===== src/rtl/rsa_pkg.sv =====
// Shared definitions for the RSA exponentiation datapath and its precompute stage.
package rsa_pkg;

    localparam int unsigned RSA_WIDTH = 8;
    localparam int unsigned CNT_W     = $clog2(2 * RSA_WIDTH);

    typedef enum logic [1:0] {
        IDLE = 2'd0,
        RUN  = 2'd1,
        DONE = 2'd2
    } state_t;

    typedef logic [RSA_WIDTH-1:0] operand_t;

endpackage


===== src/rtl/rsa_mod_dbl_step.sv =====
// Combinational modular doubling: (2*a) mod m for a < m, m < 2^WIDTH.
module rsa_mod_dbl_step
    import rsa_pkg::*;
#(
    parameter int unsigned WIDTH = RSA_WIDTH
) (
    input  logic [WIDTH:0]   a,
    input  logic [WIDTH-1:0] m,
    output logic [WIDTH:0]   result_c
);

    localparam int unsigned AW = WIDTH + 1;

    logic [WIDTH:0] dbl;
    logic [WIDTH:0] m_ext;

    // a < m keeps the top bit of a clear, so the doubled value fits in WIDTH+1 bits
    // and a single conditional subtract fully reduces it.
    always_comb begin
        dbl      = {a[WIDTH-1:0], 1'b0};
        m_ext    = AW'(m);
        result_c = dbl;
        if (dbl >= m_ext) begin
            result_c = dbl - m_ext;
        end
    end

endmodule


===== src/rtl/rsa_mont_precompute.sv =====
// Bit-serial computation of the Montgomery constants R^2 mod M and -M^-1 mod 2^WIDTH.
module rsa_mont_precompute
    import rsa_pkg::*;
#(
    parameter int unsigned WIDTH = RSA_WIDTH
) (
    input  logic             clk,
    input  logic             rst,
    input  logic             start,
    input  logic [WIDTH-1:0] modulus,
    output logic             busy,
    output logic             done,
    output logic             err,
    output logic [WIDTH-1:0] r2_mod,
    output logic [WIDTH-1:0] m_prime
);

    localparam int unsigned AW = WIDTH + 1;
    localparam int unsigned CW = $clog2(2 * WIDTH);
    localparam int unsigned IW = $clog2(WIDTH);
    localparam logic [CW-1:0] CNT_LAST = CW'(2 * WIDTH - 1);

    state_t           state;
    logic [WIDTH-1:0] m_lat;
    logic [WIDTH:0]   acc_r;
    logic [WIDTH-1:0] acc_t;
    logic [WIDTH-1:0] q;
    logic [CW-1:0]    cnt;

    logic [WIDTH:0]   acc_r_next_c;
    logic [IW-1:0]    bit_idx_c;
    logic             inv_active_c;

    rsa_mod_dbl_step #(.WIDTH(WIDTH)) u_dbl (
        .a        (acc_r),
        .m        (m_lat),
        .result_c (acc_r_next_c)
    );

    // Inverse loop only touches one bit per cycle during the first WIDTH steps.
    always_comb begin
        inv_active_c = (32'(cnt) < WIDTH);
        bit_idx_c    = cnt[IW-1:0];
    end

    // Control FSM, counter, accumulators and registered results.
    always_ff @(posedge clk) begin
        if (rst) begin
            state   <= IDLE;
            busy    <= 1'b0;
            done    <= 1'b0;
            err     <= 1'b0;
            r2_mod  <= '0;
            m_prime <= '0;
            m_lat   <= '0;
            acc_r   <= '0;
            acc_t   <= '0;
            q       <= '0;
            cnt     <= '0;
        end else begin
            done <= 1'b0;
            case (state)
                IDLE: begin
                    if (start) begin
                        if (modulus[0]) begin
                            state <= RUN;
                            busy  <= 1'b1;
                            m_lat <= modulus;
                            // With M=1 the residue of 1 is already 0; seeding 0 keeps acc_r < M.
                            acc_r <= (modulus == WIDTH'(1)) ? '0 : AW'(1);
                            acc_t <= '0;
                            q     <= '0;
                            cnt   <= '0;
                        end else begin
                            state   <= DONE;
                            done    <= 1'b1;
                            err     <= 1'b1;
                            r2_mod  <= '0;
                            m_prime <= '0;
                        end
                    end
                end
                RUN: begin
                    acc_r <= acc_r_next_c;
                    // Force bit cnt of M*q to one; after WIDTH steps M*q = -1 mod 2^WIDTH.
                    if (inv_active_c && !acc_t[bit_idx_c]) begin
                        q[bit_idx_c] <= 1'b1;
                        acc_t        <= acc_t + (m_lat << bit_idx_c);
                    end
                    cnt <= cnt + CW'(1);
                    if (cnt == CNT_LAST) begin
                        state   <= DONE;
                        busy    <= 1'b0;
                        done    <= 1'b1;
                        err     <= 1'b0;
                        r2_mod  <= acc_r_next_c[WIDTH-1:0];
                        m_prime <= q;
                    end
                end
                DONE: begin
                    state <= IDLE;
                end
                default: begin
                    state <= IDLE;
                    busy  <= 1'b0;
                end
            endcase
        end
    end

endmodule


===== config.mk =====
export PLATFORM = sky130hd
export DESIGN_NAME = rsa_mont_precompute
export DESIGN_NICKNAME = d
export VERILOG_FILES = /design/src/rtl/rsa_pkg.sv /design/src/rtl/rsa_mod_dbl_step.sv /design/src/rtl/rsa_mont_precompute.sv
export SDC_FILE = /design/constraint.sdc
export NUM_CORES = 1
export LEC_CHECK = 0
export ABC_AREA = 0
export BUFFER_PORTS_ARGS = -buffer_cell sky130_fd_sc_hd__buf_2
export CORE_MARGIN = 2
export CORE_UTILIZATION = 60
export DETAILED_ROUTE_END_ITERATION = 8
export HOLD_SLACK_MARGIN = 0.08
export PLACE_DENSITY = 0.8
export SLEW_MARGIN = 0
export SYNTH_ARGS = -nofsm -noshare
export SYNTH_HDL_FRONTEND = slang
export SYNTH_HIERARCHICAL = 1
export SYNTH_SLANG_ARGS = --single-unit
export TNS_END_PERCENT = 30

===== constraint.sdc =====
create_clock -name clk -period 4.2 [get_ports clk]
set_input_delay 0.63 -clock clk [delete_from_list [all_inputs] [get_ports clk]]
set_output_delay 0.63 -clock clk [all_outputs]
set_load 0.05 [all_outputs]

==> results of run 1 <==
-- worst paths after layout --
check / from / to / slack [ns] / cells after the start
max: cnt[0] / acc_t[7] / 1.04 / 10
min reg2reg: r2_mod[6] / r2_mod[6] / 0.49 / 2
min: r2_mod[6] / r2_mod[6] / 0.49 / 2
max reg2reg: cnt[0] / acc_t[7] / 1.04 / 10
-- worst max-delay path: stages (launching register included) --
cell and delay, ns:
dfxtp_1 0.85, clkinv_1 0.44, a21boi_0 0.26, o22ai_1 0.10
ha_1 0.37, a21oi_1 0.19, o211ai_1 0.12, a21oi_1 0.20
xnor2_1 0.11, or3_1 0.31, a21oi_1 0.13
-- sequential cells by signal, indices dropped and copies added (netlist names) --
signal and cells:
acc_r 8, acc_t 8, m_lat 8, m_prime 8, q 8, r2_mod 8
cnt 4, state 2, busy 1, done 1, err 1
-- layout make-up --
type | count | share of cell area
multi-input cells | 283 | 0.547
flip-flops and latches | 57 | 0.319
repair buffers | 29 | 0.0405
clock buffers | 11 | 0.0395
well taps | 70 | 0.0244
clock inverters | 5 | 0.0154
inverters | 14 | 0.0147
-- metal layers --
layer  vias to the layer above  track usage
li1                       1377            -
met1                      1329        0.348
met3                        10       0.0663
met5                         -            0
met4                         0       0.0839
met2                        95        0.386
-- stage by stage --
stage                     utilization  setup slack (ns)  hold slack (ns)  cell area (sq um)
after floorplan                     -              1.64            0.447               3250
after global placement          0.655              1.13            0.469               3390
after detailed placement        0.655              1.05            0.475               3390
after CTS                       0.693              1.06            0.495               3580
after global routing            0.693             0.691            0.509               3580
final                           0.693              1.04            0.488               3580
-- power by group through the flow --
stage	Sequential, mW	Combinational [mW]	Clock [mW]
after floorplan	0.585	0.259	0
after global placement	0.586	0.309	0
after detailed placement	0.587	0.314	0
after CTS	0.575	0.317	0.525
after global routing	0.578	0.349	0.547
final	0.575	0.323	0.523
-- cell usage in the layout (no fill, tap or decap), types with 7 or more instances in the layout --
| master | n |
|---|---|
| nor3_1 | 9 |
| nand2_1 | 33 |
| a22oi_1 | 18 |
| a21oi_1 | 37 |
| clkbuf_8 | 10 |
| buf_2 | 29 |
| mux2i_1 | 10 |
| ha_1 | 16 |
| nand3_1 | 15 |
| mux2_4 | 7 |
| dfxtp_1 | 57 |
| inv_1 | 13 |
| nor2_1 | 49 |
==> key figures, run 1 <==
Global route
  – Total track usage: 0.253
  – Initial antenna violation count: 0
  – Vias in the first global route: 2624
  – Pin count of the biggest net entering global routing: 58
  – Total grt overflow: 0
  – First-pass GRT wire length: 12.2 mm

Power and ir drop
  – Internal power: 0.990 mW
  – Switching Share: 0.303
  – NetSw: 0.431 mW
  – Combinational power share: 0.227
  – Clk pwr share: 0.368
  – Total power: 1.42 mW
  – Seq pwr share: 0.405
  – LEAKAGE: 1.40 nW
  – VDD IR max: 0.000354 V
  – Power per standard cell area: 397 nW/um^2

Worst setup path
  – Crit path required time: 4.48 ns
  – Largest fanout on the critical path: 18
  – Startpoint types: flip-flop
  – Critical path class: flip-flop to flip-flop
  – CP Capture Type: flip-flop
  – Crit path DAT: 3.44 ns

Final layout
  – Non-Filler Instances: 469
  – Area occupied by multi-input gates: 1960 sq um
  – Final #Nets: 423
  – Filler cells: 404
  – Area delta synth->final: 10.2%
  – Antenna diodes: 0
  – Reg area: 1140 sq um
  – Share of cells above drive strength 1: 0.170

Clocking
  – CTS buffer count: 9
  – Clock transition at path regs: 0.08 ns
  – CTS root buffer: clkbuf_8
  – CTS tree: done
  – Clk sink count: 57
  – Clock latency on the worst-skew pair: 0.35 ns
  – Post-CTS Resized: 0
  – Hold buffer count at CTS: 0
  – Post-CTS Setup Bufs: 0
  – Clk buf depth: 2
  – H-tree levels: 3

Die
  – Die Footprint: 6020 sq um
  – Core area: 5170 sq um
  – Die H: 77.6 um
  – Die Width: 77.6 um
  – I/O pins: 30
  – Initial core utilization: 0.628
  – Rows: 26

Synth
  – Syn. warnings: 6
  – Post-Syn Area: 3250 sq um
  – Net count after synthesis: 406
  – Syn_area_per_cell: 8.62 sq um
  – Syn Inst Count: 377

Timing
  – Final TNS setup: 0 ns
  – Setup Skew: 0.0112 ns
  – Max transition margin: 0.221
  – Worst-Margin Slew: 1.17 ns
  – Final hold vios: 0
  – Crit share post-route: 0.753
  – Max Freq: 0.316 GHz
  – Fin. max-slew vios: 0
  – RSZ-0062 raised after global routing: no
  – Tmin final: 3.16 ns
  – Final setup viols: 0

Route
  – Antenna viol nets, final: 0
  – Post-DR vias/cell: 5.99
  – DR WL met2: 3.25 mm
  – Wl on met1: 3.49 mm
  – DR iter-0 viols: 298
  – Avg WL per Cell: 15.6 um
  – Met3 routed WL: 474 um
  – DRC Markers: 0
  – Routed wire length: 7.30 mm
  – Routed vias: 2811
  – DR top layer: met4
  – Drt pass-1 iters: 4

Outcome
  – Status: finished clean

Run
  – MaxCap Viol Count: 0

Placement
  – HPWL Detailed: 4.96 mm
  – Cell count after placement: 453
  – Number of port buffers: 29
  – GP Congestion: 0.862

Min path
  – Hold crit path type: flip-flop to flip-flop
Power figures use the tool's default switching activity.
==> run 2: changes to the inputs <==
--- a/config.mk
+++ b/config.mk
@@ -5,13 +5,13 @@
 export SDC_FILE = /design/constraint.sdc
 export NUM_CORES = 1
 export LEC_CHECK = 0
-export ABC_AREA = 0
+export ABC_AREA = 1
 export BUFFER_PORTS_ARGS = -buffer_cell sky130_fd_sc_hd__buf_2
 export CORE_MARGIN = 2
-export CORE_UTILIZATION = 60
+export CORE_UTILIZATION = 54
 export DETAILED_ROUTE_END_ITERATION = 8
 export HOLD_SLACK_MARGIN = 0.08
-export PLACE_DENSITY = 0.8
+export PLACE_DENSITY = 0.76
 export SLEW_MARGIN = 0
 export SYNTH_ARGS = -nofsm -noshare
 export SYNTH_HDL_FRONTEND = slang
==> constraint.sdc (replaced) <==
create_clock -name clk -period 2.5 [get_ports clk]
set_input_delay 0.375 -clock clk [delete_from_list [all_inputs] [get_ports clk]]
set_output_delay 0.375 -clock clk [all_outputs]
set_load 0.05 [all_outputs]
==> run 2 against run 1 <==
Effect of this change: first-iteration DRC count fell by 50%; area after synthesis is 5.4% higher; clock-buffer cell count fell by 1; routed wire length grew 9.6%; setup slack got worse by 0.84 ns; via count up 16%; fmax is 37% higher; critical path type unchanged; largest cell class unchanged; sequential share of layout area shrank 2.0 points; highest routed layer unchanged; clock power increased by 67%; cell area rose by 7.0%.
==> key figures, run 2 <==
Timing
  – Fin. max-slew vios: 0
  – Hold Slack: 0.315 ns
  – Tmin final: 2.31 ns
  – Final hold vios: 0
  – Setup Skew: 0.00774 ns
  – Max transition margin: 0.639
  – Crit share post-route: 0.923
  – Max Freq: 0.433 GHz
  – Worst-Margin Slew: 0.542 ns
  – Final setup viols: 0

Worst setup path
  – Buf+Inv Stages, Crit Path: 3
  – Worst r2r path cells: 12
  – Max stage delay cell, worst path: dfxtp_1
  – Reg2Reg Setup Slack: 0.19 ns
  – Crit-path cells: inv_1 -> nor2_2 -> inv_1 -> o211ai_1 -> ha_1 -> nand2_1 -> inv_1 -> nand4_1 -> nand3_1 -> or2_2 -> nand3_1 -> a21oi_1
  – Startpoint types: flip-flop
  – Reg2Reg Launch Point: cnt[2]
  – Largest fanout on the critical path: 6
  – Crit path required time: 2.71 ns
  – CP top delay family: simple AND/OR/NAND/NOR gates
  – CP Capture Type: flip-flop
  – Crit. Startpoint: cnt[2]
  – Critical Path Max Stage Delay: 0.48 ns
  – Crit path DAT: 2.52 ns
  – Crit path depth: 12
  – Critical path class: flip-flop to flip-flop
  – Cell mode on critical path: inv_1

Final layout
  – Final #Nets: 553
  – Commonest non-fill, non-tap cell in the layout: nand2_1
  – Most frequent cells in the layout: nand2_1, inv_1, dfxtp_1
  – Antenna diodes: 0
  – Area delta synth->final: 11.9%
  – Layout Utilization: 0.614
  – Filler cells: 581
  – Non-Filler Instances: 606
  – Share of cells above drive strength 1: 0.181

Synth
  – Syn_area_per_cell: 6.96 sq um
  – Syn Inst Count: 492
  – Net count after synthesis: 521
  – Post-Syn Area: 3420 sq um
  – Syn. warnings: 6

Die
  – Die H: 83.6 um
  – Die Footprint: 6990 sq um
  – Die Width: 83.6 um
  – Initial core utilization: 0.549
  – Rows: 29
  – I/O pins: 30
  – Core area: 6240 sq um

Placement
  – Cell count after placement: 590
  – Number of port buffers: 29
  – GP Congestion: 0.955
  – HPWL Detailed: 6.09 mm

Power and ir drop
  – NetSw: 0.873 mW
  – LEAKAGE: 1.79 nW
  – Combinational power share: 0.266
  – Power per standard cell area: 662 nW/um^2
  – Clk pwr share: 0.344
  – Internal power: 1.66 mW
  – Seq pwr share: 0.389
  – VDD IR max: 0.000504 V
  – Switching Share: 0.345
  – Total power: 2.53 mW

Route
  – DRC Markers: 0
  – Avg WL per Cell: 13.2 um
  – Routed wire length: 8.00 mm
  – Post-DR vias/cell: 5.38
  – Antenna viol nets, final: 0
  – DR iter-0 viols: 150
  – Routed vias: 3260
  – Drt pass-1 iters: 4

Min path
  – WHS Path Cells: 3
  – Hold crit path type: input pin to flip-flop
  – Worst Min Path Start: modulus[2]

Clocking
  – Hold buffer count at CTS: 0
  – CTS tree: done
  – Clock transition at path regs: 0.07 ns
  – Clk sink count: 57
  – CTS buffer count: 9
  – CTS root buffer: clkbuf_8
  – Post-CTS Setup Bufs: 0
  – Clock latency on the worst-skew pair: 0.33 ns
  – Clk buf depth: 2
  – H-tree levels: 3

Global route
  – Vias in the first global route: 3127
  – Pin count of the biggest net entering global routing: 29
  – First-pass GRT wire length: 13.8 mm
  – Total grt overflow: 0
  – Total track usage: 0.241
  – Initial antenna violation count: 0

Outcome
  – Status: finished clean

Run
  – MaxCap Viol Count: 0
==> run 2: cell types whose count changed in the layout (fill, tap and decap cells not counted), moves of 9 or more <==
cell,delta
nand2_1,+94
inv_1,+42
nand3_1,+24
o21ai_0,+21
a22oi_1,-18
nor2_1,-17
a21oi_1,+10
mux2i_1,-10
nand4_1,+9
==> run 2: final timing paths <==
check | endpoint
worst max-delay path | acc_t[6]
worst max register to register | acc_t[6]
worst min-delay path | m_lat[2]
worst min register to register | q[7]
==> run 2: what timing repair did <==
item / in CTS / in global routing
endpoints found under the setup margin: 0 / 4
gates resized for setup: 0 / 3
endpoints found under the hold margin: 0 / 0
==> run 2: metal layers <==
| metal | vias to the layer above | track usage | routed length (um) |
|---|---|---|---|
| met4 | 0 | 0.129 | 284 |
| met5 | - | 0 | 0 |
| met2 | 77 | 0.404 | 3930 |
| met3 | 26 | 0.0514 | 304 |
| li1 | 1675 | - | - |
| met1 | 1482 | 0.288 | 3480 |
==> run 2: final cells by class <==
| cell class | count | area (sq um) | area share |
|---|---|---|---|
| Timing Repair Buffer | 35 | 190 | 0.0496 |
| Multi-Input combinational cell | 359 | 1960 | 0.512 |
| Clock inverter | 6 | 67.6 | 0.0176 |
| Clock buffer | 10 | 138 | 0.0359 |
| Sequential cell | 57 | 1140 | 0.298 |
| Inverter | 62 | 233 | 0.0607 |
| Tap cell | 77 | 96.3 | 0.0251 |
==> run 2: power by group through the flow <==
| stage | clock network (mW) | registers, mW | logic, mW |
|---|---|---|---|
| after floorplan | 0 | 1.04 | 0.506 |
| after global placement | 0 | 1.00 | 0.654 |
| after CTS | 0.895 | 0.986 | 0.671 |
| final | 0.873 | 0.986 | 0.675 |
| after global routing | 0.931 | 0.991 | 0.764 |
| after detailed placement | 0 | 1.01 | 0.668 |
==> run 2: stage by stage <==
| step | setup slack [ns] | instance area, sq um | setup TNS (ns) |
|---|---|---|---|
| 6_report | 0.193 | 3830 | 0 |
| 5_1_grt | -0.000416 | 3830 | -0.000416 |
| 2_1_floorplan | 0.402 | 3420 | 0 |
| 4_1_cts | 0.177 | 3830 | 0 |
| 3_3_place_gp | 0.263 | 3620 | 0 |
| 3_5_place_dp | 0.190 | 3620 | 0 |
==> run 2: tightest hold or removal path, stage by stage <==
cell	delay, ns
buf_2	0.09
o21ai_0	0.07
nor2_1	0.07
